$ cat src/rtl/rom_arb.sv
// Two-port (fetch / data) read arbiter in front of a single-cycle ROM.
// Define ROM_ARB_RR_EN for round-robin conflicts; default is fixed mem priority.
module rom_arb (
   input  logic        clk,
   input  logic        rst,
   input  logic        if_req_i,
   input  logic [31:0] if_addr_i,
   output logic        if_gnt_o,
   output logic        if_rvalid_o,
   output logic [31:0] if_rdata_o,
   input  logic        mem_req_i,
   input  logic [31:0] mem_addr_i,
   output logic        mem_gnt_o,
   output logic        mem_rvalid_o,
   output logic [31:0] mem_rdata_o,
   input  logic        flush_i,
   output logic        rom_ce_o,
   output logic [31:0] rom_addr_o,
   input  logic [31:0] rom_data_i
);

   typedef enum logic [1:0] {OWN_NONE, OWN_IF, OWN_MEM} owner_t;

   owner_t owner_p1;
   owner_t owner_d;
   logic   if_ok;
   logic   conflict;
   logic   mem_wins;
   logic   if_gnt;
   logic   mem_gnt;

   // request stage (p0): combinational arbitration and ROM drive
   always_comb begin
      if_ok    = if_req_i & ~flush_i & ~rst;
      conflict = if_ok & mem_req_i;
      mem_gnt  = mem_req_i & ~rst & (~if_ok | mem_wins);
      if_gnt   = if_ok & ~mem_gnt;
   end

`ifdef ROM_ARB_RR_EN
   // Set means the data port is preferred on the next conflict.
   logic mem_pref_p1;

   always_ff @(posedge clk) begin
      if (rst)
         mem_pref_p1 <= 1'b0;
      else if (conflict)
         mem_pref_p1 <= if_gnt;
   end

   assign mem_wins = mem_pref_p1;
`else
   assign mem_wins = 1'b1;
`endif

   always_comb begin
      owner_d = OWN_NONE;
      if (if_gnt)
         owner_d = OWN_IF;
      else if (mem_gnt)
         owner_d = OWN_MEM;
   end

   always_comb begin
      if_gnt_o   = if_gnt;
      mem_gnt_o  = mem_gnt;
      rom_ce_o   = if_gnt | mem_gnt;
      rom_addr_o = 32'h0;
      if (if_gnt)
         rom_addr_o = if_addr_i;
      else if (mem_gnt)
         rom_addr_o = mem_addr_i;
   end

   // response stage (p1): owner of the ROM word arriving this cycle
   always_ff @(posedge clk) begin
      if (rst)
         owner_p1 <= OWN_NONE;
      else
         owner_p1 <= owner_d;
   end

   always_comb begin
      if_rvalid_o  = (owner_p1 == OWN_IF) & ~flush_i & ~rst;
      mem_rvalid_o = (owner_p1 == OWN_MEM) & ~rst;
      if_rdata_o   = if_rvalid_o  ? rom_data_i : 32'h0;
      mem_rdata_o  = mem_rvalid_o ? rom_data_i : 32'h0;
   end

endmodule

$ cat config.mk
export PLATFORM = sky130hd
export DESIGN_NAME = rom_arb
export DESIGN_NICKNAME = d
export VERILOG_FILES = /design/src/rtl/rom_arb.sv
export SDC_FILE = /design/constraint.sdc
export NUM_CORES = 1
export LEC_CHECK = 0
export CAP_MARGIN = 0
export CORE_MARGIN = 4
export CORE_UTILIZATION = 23
export DETAILED_ROUTE_END_ITERATION = 7
export PLACE_DENSITY = 0.89
export SYNTH_ARGS = -nofsm -noshare
export SYNTH_HDL_FRONTEND = slang
export SYNTH_SLANG_ARGS = --single-unit
$ cat constraint.sdc
create_clock -name clk -period 1.6 [get_ports clk]
set_input_delay 0.32 -clock clk [delete_from_list [all_inputs] [get_ports clk]]
set_output_delay 0.32 -clock clk [all_outputs]
set_load 0.05 [all_outputs]
==> flow_metrics.py, run 1 <==
metrics = {
    "status": {
        "run_status": "stopped before the end",
        "last_stage_reached": "global routing (5_1_grt)",
        "error_line": "[ERROR GRT-0232] Routing congestion too high. Check the congestion heatmap in the GUI.",
    },
    "clock_network": {
        "ctsRootBufferMaster": "sky130_fd_sc_hd__clkbuf_8",
        "cts_made_buffers": 3,
        "clock_sinks": 2,
        "maximum_clock_insertion_buffer_count": 2,
        "h-tree-depth": 1,
    },
    "timing": {
        "grt_repair_worst_endpoint": "if_rdata_o[19]",
        "timing.worst_endpoint.kind": "output port",
    },
    "synthesis": {
        "synth_sequential_area_ratio": 0.0315,
        "avgSynthCellArea_um2": 6.55,
        "synth-async-reset-ratio": 0,
        "synth_adder_area_share": 0,
        "ys_top_cells_by_count": "64 x sky130_fd_sc_hd__and2_1, 33 x sky130_fd_sc_hd__a21oi_1, 32 x sky130_fd_sc_hd__nand2_1, 32 x sky130_fd_sc_hd__nand4bb_1, 11 x sky130_fd_sc_hd__clkbuf_1",
        "yosysTopAreaCell": "sky130_fd_sc_hd__and2_1",
        "synth-edff-count": 0,
        "syn_nets": 295,
        "compound_gate_fraction_of_synth_area": 0.130,
        "syn_inst": 194,
        "proportion_of_synthesized_area_in_mux_cells": 0,
        "synth_most_common_cell": "sky130_fd_sc_hd__and2_1",
        "synth_top_flop_cell": "sky130_fd_sc_hd__dfxtp_1",
        "mappedNetlistArea_um2": 1270,
        "synth_area_leaders": "sky130_fd_sc_hd__and2_1 32%, sky130_fd_sc_hd__nand4bb_1 28%, sky130_fd_sc_hd__a21oi_1 13%",
        "synth_largest_type_area_fraction": 0.315,
        "flop_and_latch_count_out_of_synthesis": 2,
        "synth-warning-count": 0,
        "synth_simple_gate_area_frac": 0.741,
        "post_synthesis_share_of_cell_area_spent_on_xor_and_xnor_gates": 0,
        "yosys.cell_types.count": 14,
        "combinational_family_with_the_most_area_after_synthesis": "simple AND/OR/NAND/NOR gates",
    },
    "global_routing": {
        "globalRoute.totalOverflow": 5,
        "groute.usage.overall": 0.652,
        "initial_antenna_violation_count": 1,
        "grt_start_max_net_pins": 36,
    },
    "die": {
        "starting_utilization_of_the_core_area": 0.242,
        "design.portCount": 202,
        "core.rowCount": 26,
        "die_h_um": 82.3,
        "die_x_um": 82.3,
    },
    "placement": {
        "hpwlAfterDp_um": 7470,
        "port_buffers": 201,
        "gp_routability_congestion": 0.770,
    },
}
[cell families after synthesis]
kind of cell	Yosys count
flip-flops	2
AO/OA/AOI/OAI	33
buffers and inverters	24
AND/OR/NAND/NOR	135
[timing repair]
item                       4_1_cts
hold buffers                     0
gates cloned                     4
gates resized for setup         73
setup endpoints to repair       99
buffers inserted                 6
pin swaps                       38
[routing by layer]
layer,GRT overflow,global-route usage
met5,0,0.0167
met4,2,0.691
met3,0,0.471
met2,3,0.853
met1,0,0.630
[stage by stage]
step                      instances   util  instance area (um^2)  worst slack (ps)  hold slack, ps
after floorplan                 194      -                  1390              -220             599
after CTS                       468  0.928                  4860              -188             542
after detailed placement        455  0.866                  4540              -454             750
after global placement          455  0.866                  4540              -411             752
==> run 2, diff against run 1 <==
Settings changed: PLACE_DENSITY 0.89 to unset, PLACE_DENSITY_LB_ADDON set to 0.15.
==> run 2 against run 1 <==
  * The flow now finishes, with violations (negative setup slack)
  * Synthesized area is the same
  * Synthesized cell count is the same
==> flow_metrics.py, run 2 <==
metrics = {
    "timing": {
        "finalSetupTns_ps": -11560,
        "finalHoldViolations": 0,
        "timing_max_transition_violations_final": 0,
        "grt_setup_unrepaired": "yes",
        "timing.max_slew.rel_slack": 0.774,
        "worst_hold_slack_ps": 624,
        "final_setup_violations": 74,
        "period_share": 1.15,
        "setup_slack_ps": -235,
        "maxClockFrequency_mhz": 545,
        "layout_min_cycle_time_ps": 1830,
        "max_slew.worst_pin.slew_ps": 339,
    },
    "power": {
        "power.leakage_uw": 0.00208,
        "power.ir.vdd_worst_mv": 0.277,
        "net-switching-power_uw": 623,
        "power_switching_share": 0.436,
        "power.sequential.fraction": 0.038,
        "pwr-share-comb": 0.815,
        "internal_power_uw": 805,
        "totalPowerFinal_uw": 1430,
        "power_density_over_the_cells_nw_per_um2": 289,
        "p_clk_frac": 0.147,
    },
    "clock_network": {
        "clock_sinks": 2,
        "cts_tree": "yes",
        "h-tree-depth": 1,
        "clk_pin_slew_ps": 30,
        "ctsRootBufferMaster": "sky130_fd_sc_hd__clkbuf_8",
        "cts_made_buffers": 3,
        "cts-hold-fix-buffers": 0,
        "maximum_clock_insertion_buffer_count": 2,
    },
    "synthesis": {
        "synth_top_flop_cell": "sky130_fd_sc_hd__dfxtp_1",
        "syn_nets": 295,
        "synth_area_leaders": "sky130_fd_sc_hd__and2_1 32%, sky130_fd_sc_hd__nand4bb_1 28%, sky130_fd_sc_hd__a21oi_1 13%",
        "synth_largest_type_area_fraction": 0.315,
        "ys_top_cells_by_count": "64 x sky130_fd_sc_hd__and2_1, 33 x sky130_fd_sc_hd__a21oi_1, 32 x sky130_fd_sc_hd__nand2_1, 32 x sky130_fd_sc_hd__nand4bb_1, 11 x sky130_fd_sc_hd__clkbuf_1",
        "synth_sequential_area_ratio": 0.0315,
        "synth_most_common_cell": "sky130_fd_sc_hd__and2_1",
        "synth-edff-count": 0,
        "avgSynthCellArea_um2": 6.55,
        "mappedNetlistArea_um2": 1270,
        "syn_inst": 194,
        "synth-async-reset-ratio": 0,
        "flop_and_latch_count_out_of_synthesis": 2,
        "yosys.cell_types.count": 14,
        "synth-warning-count": 0,
        "yosysTopAreaCell": "sky130_fd_sc_hd__and2_1",
    },
    "placement": {
        "dp_slack_ps": -422,
        "gp_routability_congestion": 0.786,
        "hpwlAfterDp_um": 7170,
        "post-place-cells": 455,
        "port_buffers": 201,
    },
    "die": {
        "placeableCoreArea_um2": 5240,
        "die_area_um2": 6770,
        "starting_utilization_of_the_core_area": 0.242,
        "die_h_um": 82.3,
        "design.portCount": 202,
        "core.rowCount": 26,
        "die_x_um": 82.3,
    },
    "global_routing": {
        "grt_start_max_net_pins": 36,
        "groute.usage.overall": 0.293,
        "initial_antenna_violation_count": 2,
        "first_pass_grt_wire_length_um": 14700,
        "grt_pass1_vias": 2626,
        "globalRoute.totalOverflow": 0,
    },
    "worst_setup_path": {
        "worstPathMaxFanout": 8,
        "crit_path_frequent_cell": "sky130_fd_sc_hd__buf_12",
        "setup.worst_path.start_class": "flip-flop",
        "timing.critical_path.buf_inv": 3,
        "crit_path_end_kind": "primary output",
        "cpPeakStageDelay_ps": 350,
        "crit_required_ps": 1280,
        "cp_slowest_cell": "sky130_fd_sc_hd__dfxtp_4",
        "worstPathCellList": "nor4b_4, buf_4, buf_12, and2_4, buf_12",
        "path_class": "reg2out",
        "critical_path_s_top_delay_family": "simple AND/OR/NAND/NOR gates",
        "worstPathArrival_ps": 1510,
    },
    "detailed_routing": {
        "drc": 0,
        "drt_pre_antenna_iters": 4,
        "wl_per_cell_um": 26.3,
        "drt.antenna.violating_nets": 0,
        "detailedRoute.firstIterationViolations": 93,
        "dr_total_vias": 2563,
        "via_per_inst": 5.48,
        "totalWireLength_um": 12300,
    },
    "layout": {
        "multiInputGateArea_um2": 1430,
        "finalNetCount": 498,
        "instances_no_fill": 468,
        "layout.cells.most_common_list": "107 x sky130_fd_sc_hd__buf_12, 69 x sky130_fd_sc_hd__clkdlybuf4s50_1, 32 x sky130_fd_sc_hd__and2_4, 31 x sky130_fd_sc_hd__a21oi_2, 30 x sky130_fd_sc_hd__nand2_1",
        "final_layout_size_suffix_gt1_frac": 0.544,
        "mostFrequentLayoutCell": "sky130_fd_sc_hd__buf_12",
        "flow.area_growth_from_synthesis_pct": 289,
        "layout_top_registers": "owner_p1 x2",
        "largest_register_ffs": 2,
        "top_register": "owner_p1",
        "final-seq-area_um2": 45.0,
        "fill_cells": 134,
    },
    "hold_path": {
        "worstHoldPathCells": 3,
        "worstHoldPathType": "in2reg",
        "timing.hold.worst.start": "mem_req_i",
        "holdPathEnd": "owner_p1[0]",
    },
    "status": {
        "failed_checks": "negative setup slack",
        "run_status": "complete, but fails checks",
    },
    "run": {
        "cap_viol_max_count": 0,
    },
}
## run 2: cell counts after synthesis
Identical to the previous run, type by type.
## run 2: area by class of cell
type	instances	share of cell area
antenna	3	0.00152
tap	70	0.0177
sequential	2	0.00912
inverter	1	0.000760
multi-input combinational	168	0.290
timing repair buffer	221	0.673
clock buffer	3	0.00836
## run 2: logic make-up (layout without fill, tap and decap cells)
family / count (synthesis) / after routing / share of synthesized area
AND/OR/NAND/NOR: 135 / 135 / 0.741
AO/OA/AOI/OAI: 33 / 33 / 0.130
buffers and inverters: 24 / 225 / 0.0975
flip-flops: 2 / 2 / 0.0315
other: 0 / 3 / 0
## run 2: power by group through the flow
stage	clock network, uW	logic, uW	registers (uW)
finish	210	1160	54.5
global route	219	1190	54.6
CTS	204	1100	54.4
detailed placement	0	1060	54.7
global placement	0	1040	55.1
floorplan	0	429	54.4
## run 2: timing repair
item / in CTS / in global routing
pin swaps: 34 / 39
gates resized for setup: 70 / 39
gates cloned: 4 / 1
setup endpoints to repair: 99 / 92
setup buffers: 6 / 0
## run 2: worst max-delay path by stage
| stage | start | to | slack, ps | cells past startpoint |
|---|---|---|---|---|
| after floorplan | mem_req_i | rom_addr_o[15] | -220 | 4 |
| after CTS | owner_p1[1] | if_rdata_o[12] | -200 | 6 |
| after detailed placement | flush_i | rom_addr_o[16] | -420 | 5 |
| after global placement | flush_i | if_rdata_o[0] | -360 | 5 |
| final | owner_p1[1] | if_rdata_o[5] | -230 | 5 |
| after global routing | owner_p1[1] | if_rdata_o[24] | -270 | 5 |
## run 2: metal layers
metal | up-vias | global-route usage | routed length [um]
met1 | 1232 | 0.276 | 3770
li1 | 1077 | - | -
met4 | 0 | 0.159 | 638
met5 | - | 0 | 0
met2 | 204 | 0.556 | 6630
met3 | 50 | 0.0889 | 1280
## run 2: stage by stage
step | cell area [um^2] | util
2_1_floorplan | 1390 | -
3_3_place_gp | 4510 | 0.862
3_5_place_dp | 4510 | 0.862
4_1_cts | 4830 | 0.922
5_1_grt | 4940 | 0.943
6_report | 4940 | 0.943
Note: power is estimated with default switching activity, not from simulation.
==> run 3, diff against run 2 <==
Settings changed: REMOVE_ABC_BUFFERS set to 1.
==> run 3 against run 2 <==
  * Utilization down 0.36 points
  * Largest power group unchanged
  * Critical path type unchanged
  * Critical endpoint is now mem_rdata_o[8]
  * Via count down 5.7%
  * Worst setup slack better by 61 ps
  * The run still ends with negative setup slack left
  * Sequential power about the same
==> flow_metrics.py, run 3 (synthesized netlist as in run 2, its figures left out) <==
metrics = {
    "detailed_routing": {
        "via_per_inst": 5.19,
        "drc": 0,
        "totalWireLength_um": 10900,
        "dr_total_vias": 2417,
        "wl_per_cell_um": 23.3,
        "drt_pre_antenna_iters": 4,
        "detailedRoute.firstIterationViolations": 50,
        "drt.antenna.violating_nets": 0,
    },
    "power": {
        "net-switching-power_uw": 595,
        "power_switching_share": 0.427,
        "internal_power_uw": 800,
        "p_clk_frac": 0.147,
        "power.ir.vdd_worst_mv": 0.305,
        "power.sequential.fraction": 0.039,
        "power_density_over_the_cells_nw_per_um2": 283,
        "power.leakage_uw": 0.00210,
        "pwr-share-comb": 0.814,
    },
    "placement": {
        "postPlaceCellArea_um2": 4400,
        "gp_routability_congestion": 0.774,
        "hpwlAfterDp_um": 7280,
        "post-place-cells": 456,
        "port_buffers": 201,
    },
    "die": {
        "placeableCoreArea_um2": 5240,
        "core.rowCount": 26,
        "design.portCount": 202,
        "die_h_um": 82.3,
        "starting_utilization_of_the_core_area": 0.242,
        "die_x_um": 82.3,
        "die_area_um2": 6770,
    },
    "layout": {
        "multiInputGateArea_um2": 1440,
        "final_layout_size_suffix_gt1_frac": 0.514,
        "instances_no_fill": 466,
        "final-seq-area_um2": 41.3,
        "layout.cells.most_common_list": "105 x sky130_fd_sc_hd__buf_12, 65 x sky130_fd_sc_hd__clkdlybuf4s50_1, 32 x sky130_fd_sc_hd__nand2_1, 32 x sky130_fd_sc_hd__and2_1, 32 x sky130_fd_sc_hd__and2_4",
        "fill_cells": 155,
        "mostFrequentLayoutCell": "sky130_fd_sc_hd__buf_12",
        "largest_register_ffs": 2,
        "top_register": "owner_p1",
        "finalNetCount": 498,
        "flow.area_growth_from_synthesis_pct": 287,
        "final_area_um2": 4920,
        "layout_top_registers": "owner_p1 x2",
    },
    "global_routing": {
        "first_pass_grt_wire_length_um": 14000,
        "groute.usage.overall": 0.275,
        "initial_antenna_violation_count": 0,
        "global_route.usage.met2": 0.511,
        "grt_start_max_net_pins": 48,
        "globalRoute.totalOverflow": 0,
        "grt_use_met3": 0.120,
        "grt.busiest_layer": "met2",
        "groute.layer.met1.usage": 0.266,
        "grt_pass1_vias": 2466,
    },
    "hold_path": {
        "worstHoldPathType": "in2reg",
    },
    "timing": {
        "timing.max_slew.rel_slack": 0.669,
        "max_slew.worst_pin.slew_ps": 497,
        "setup_slack_ps": -174,
        "maxClockFrequency_mhz": 564,
        "layout_min_cycle_time_ps": 1770,
        "finalHoldViolations": 0,
        "final_setup_violations": 71,
        "timing_max_transition_violations_final": 0,
        "grt_setup_unrepaired": "yes",
        "period_share": 1.11,
    },
    "clock_network": {
        "clk_pin_slew_ps": 30,
        "cts_made_buffers": 3,
        "clock_sinks": 2,
        "ctsRootBufferMaster": "sky130_fd_sc_hd__clkbuf_8",
        "cts-hold-fix-buffers": 0,
        "maximum_clock_insertion_buffer_count": 2,
        "cts_tree": "yes",
        "h-tree-depth": 1,
    },
    "status": {
        "failed_checks": "negative setup slack",
        "run_status": "complete, but fails checks",
    },
    "worst_setup_path": {
        "path_class": "reg2out",
        "crit_required_ps": 1280,
        "setup.worst_path.start_class": "flip-flop",
        "worstPathArrival_ps": 1450,
        "crit_path_end_kind": "primary output",
        "worstPathMaxFanout": 33,
    },
    "run": {
        "cap_viol_max_count": 0,
    },
}
==> run 3: cell count changes in the layout (fill, tap and decap cells not counted), sizes merged <==
| cell | previous run | this run |
|---|---|---|
| dlymetal6s2s | 22 | 24 |
| dlygate4sd2 | 5 | 7 |
| clkdlybuf4s50 | 69 | 65 |
| diode | 3 | 1 |
==> run 3: timing repair <==
item / in CTS / in global routing
cloned: 3 / 0
pin swaps: 26 / 41
setup endpoints to repair: 101 / 92
gates resized for setup: 96 / 35
buffers inserted: 2 / 2
==> run 3: metrics by stage <==
stage | total power, uW | setup TNS (ps) | setup slack [ps] | util | hold slack, ps
2_1_floorplan | 415 | -50640 | -869 | - | 392
3_3_place_gp | 1080 | -40680 | -468 | 0.840 | 758
3_5_place_dp | 1090 | -42840 | -492 | 0.840 | 769
4_1_cts | 1360 | -7720 | -197 | 0.908 | 551
5_1_grt | 1450 | -11480 | -215 | 0.939 | 595
6_report | 1400 | -7670 | -174 | 0.940 | 565
==> run 3: routing by layer <==
| layer | vias to the layer above | part of all wire |
|---|---|---|
| met4 | 0 | 0.042 |
| met3 | 34 | 0.12 |
| li1 | 1068 | - |
| met2 | 175 | 0.51 |
| met1 | 1140 | 0.32 |
| met5 | - | 0 |
==> run 3: power by group through the flow <==
stage          sequential, uW  combinational, uW  clock, uW
3_3_place_gp             54.6               1020          0
3_5_place_dp             54.7               1040          0
6_report                 54.5               1140        205
5_1_grt                  54.7               1170        217
4_1_cts                  54.3               1100        205
2_1_floorplan            54.4                360          0
==> run 3: path summary, 6_finish.rpt <==
kind	to	startpoint	cells after the start
setup / recovery	mem_rdata_o[8]	owner_p1[1]	4
hold / removal	owner_p1[1]	rst	3
==> run 3: worst max-delay path: stages (launching register included) <==
cell,delay [ps]
sky130_fd_sc_hd__dfxtp_2,340
sky130_fd_sc_hd__nor3b_2,250
sky130_fd_sc_hd__buf_12,210
sky130_fd_sc_hd__and2_1,260
sky130_fd_sc_hd__buf_12,170
==> run 3: layout make-up <==
class                           instances  area share
Sequential cell                         2     0.00839
Antenna cell                            1    0.000509
Tap cell                               70      0.0178
Multi-Input combinational cell        168       0.292
Inverter                                1    0.000763
Clock buffer                            3     0.00839
Timing Repair Buffer                  221       0.672
==> run 4, diff against run 3 <==
Settings changed: CTS_CLUSTER_DIAMETER set to 50, SLEW_MARGIN set to 30.
==> results of run 4 <==
The final DEF is identical to that of run 3; final timing and power are the same.
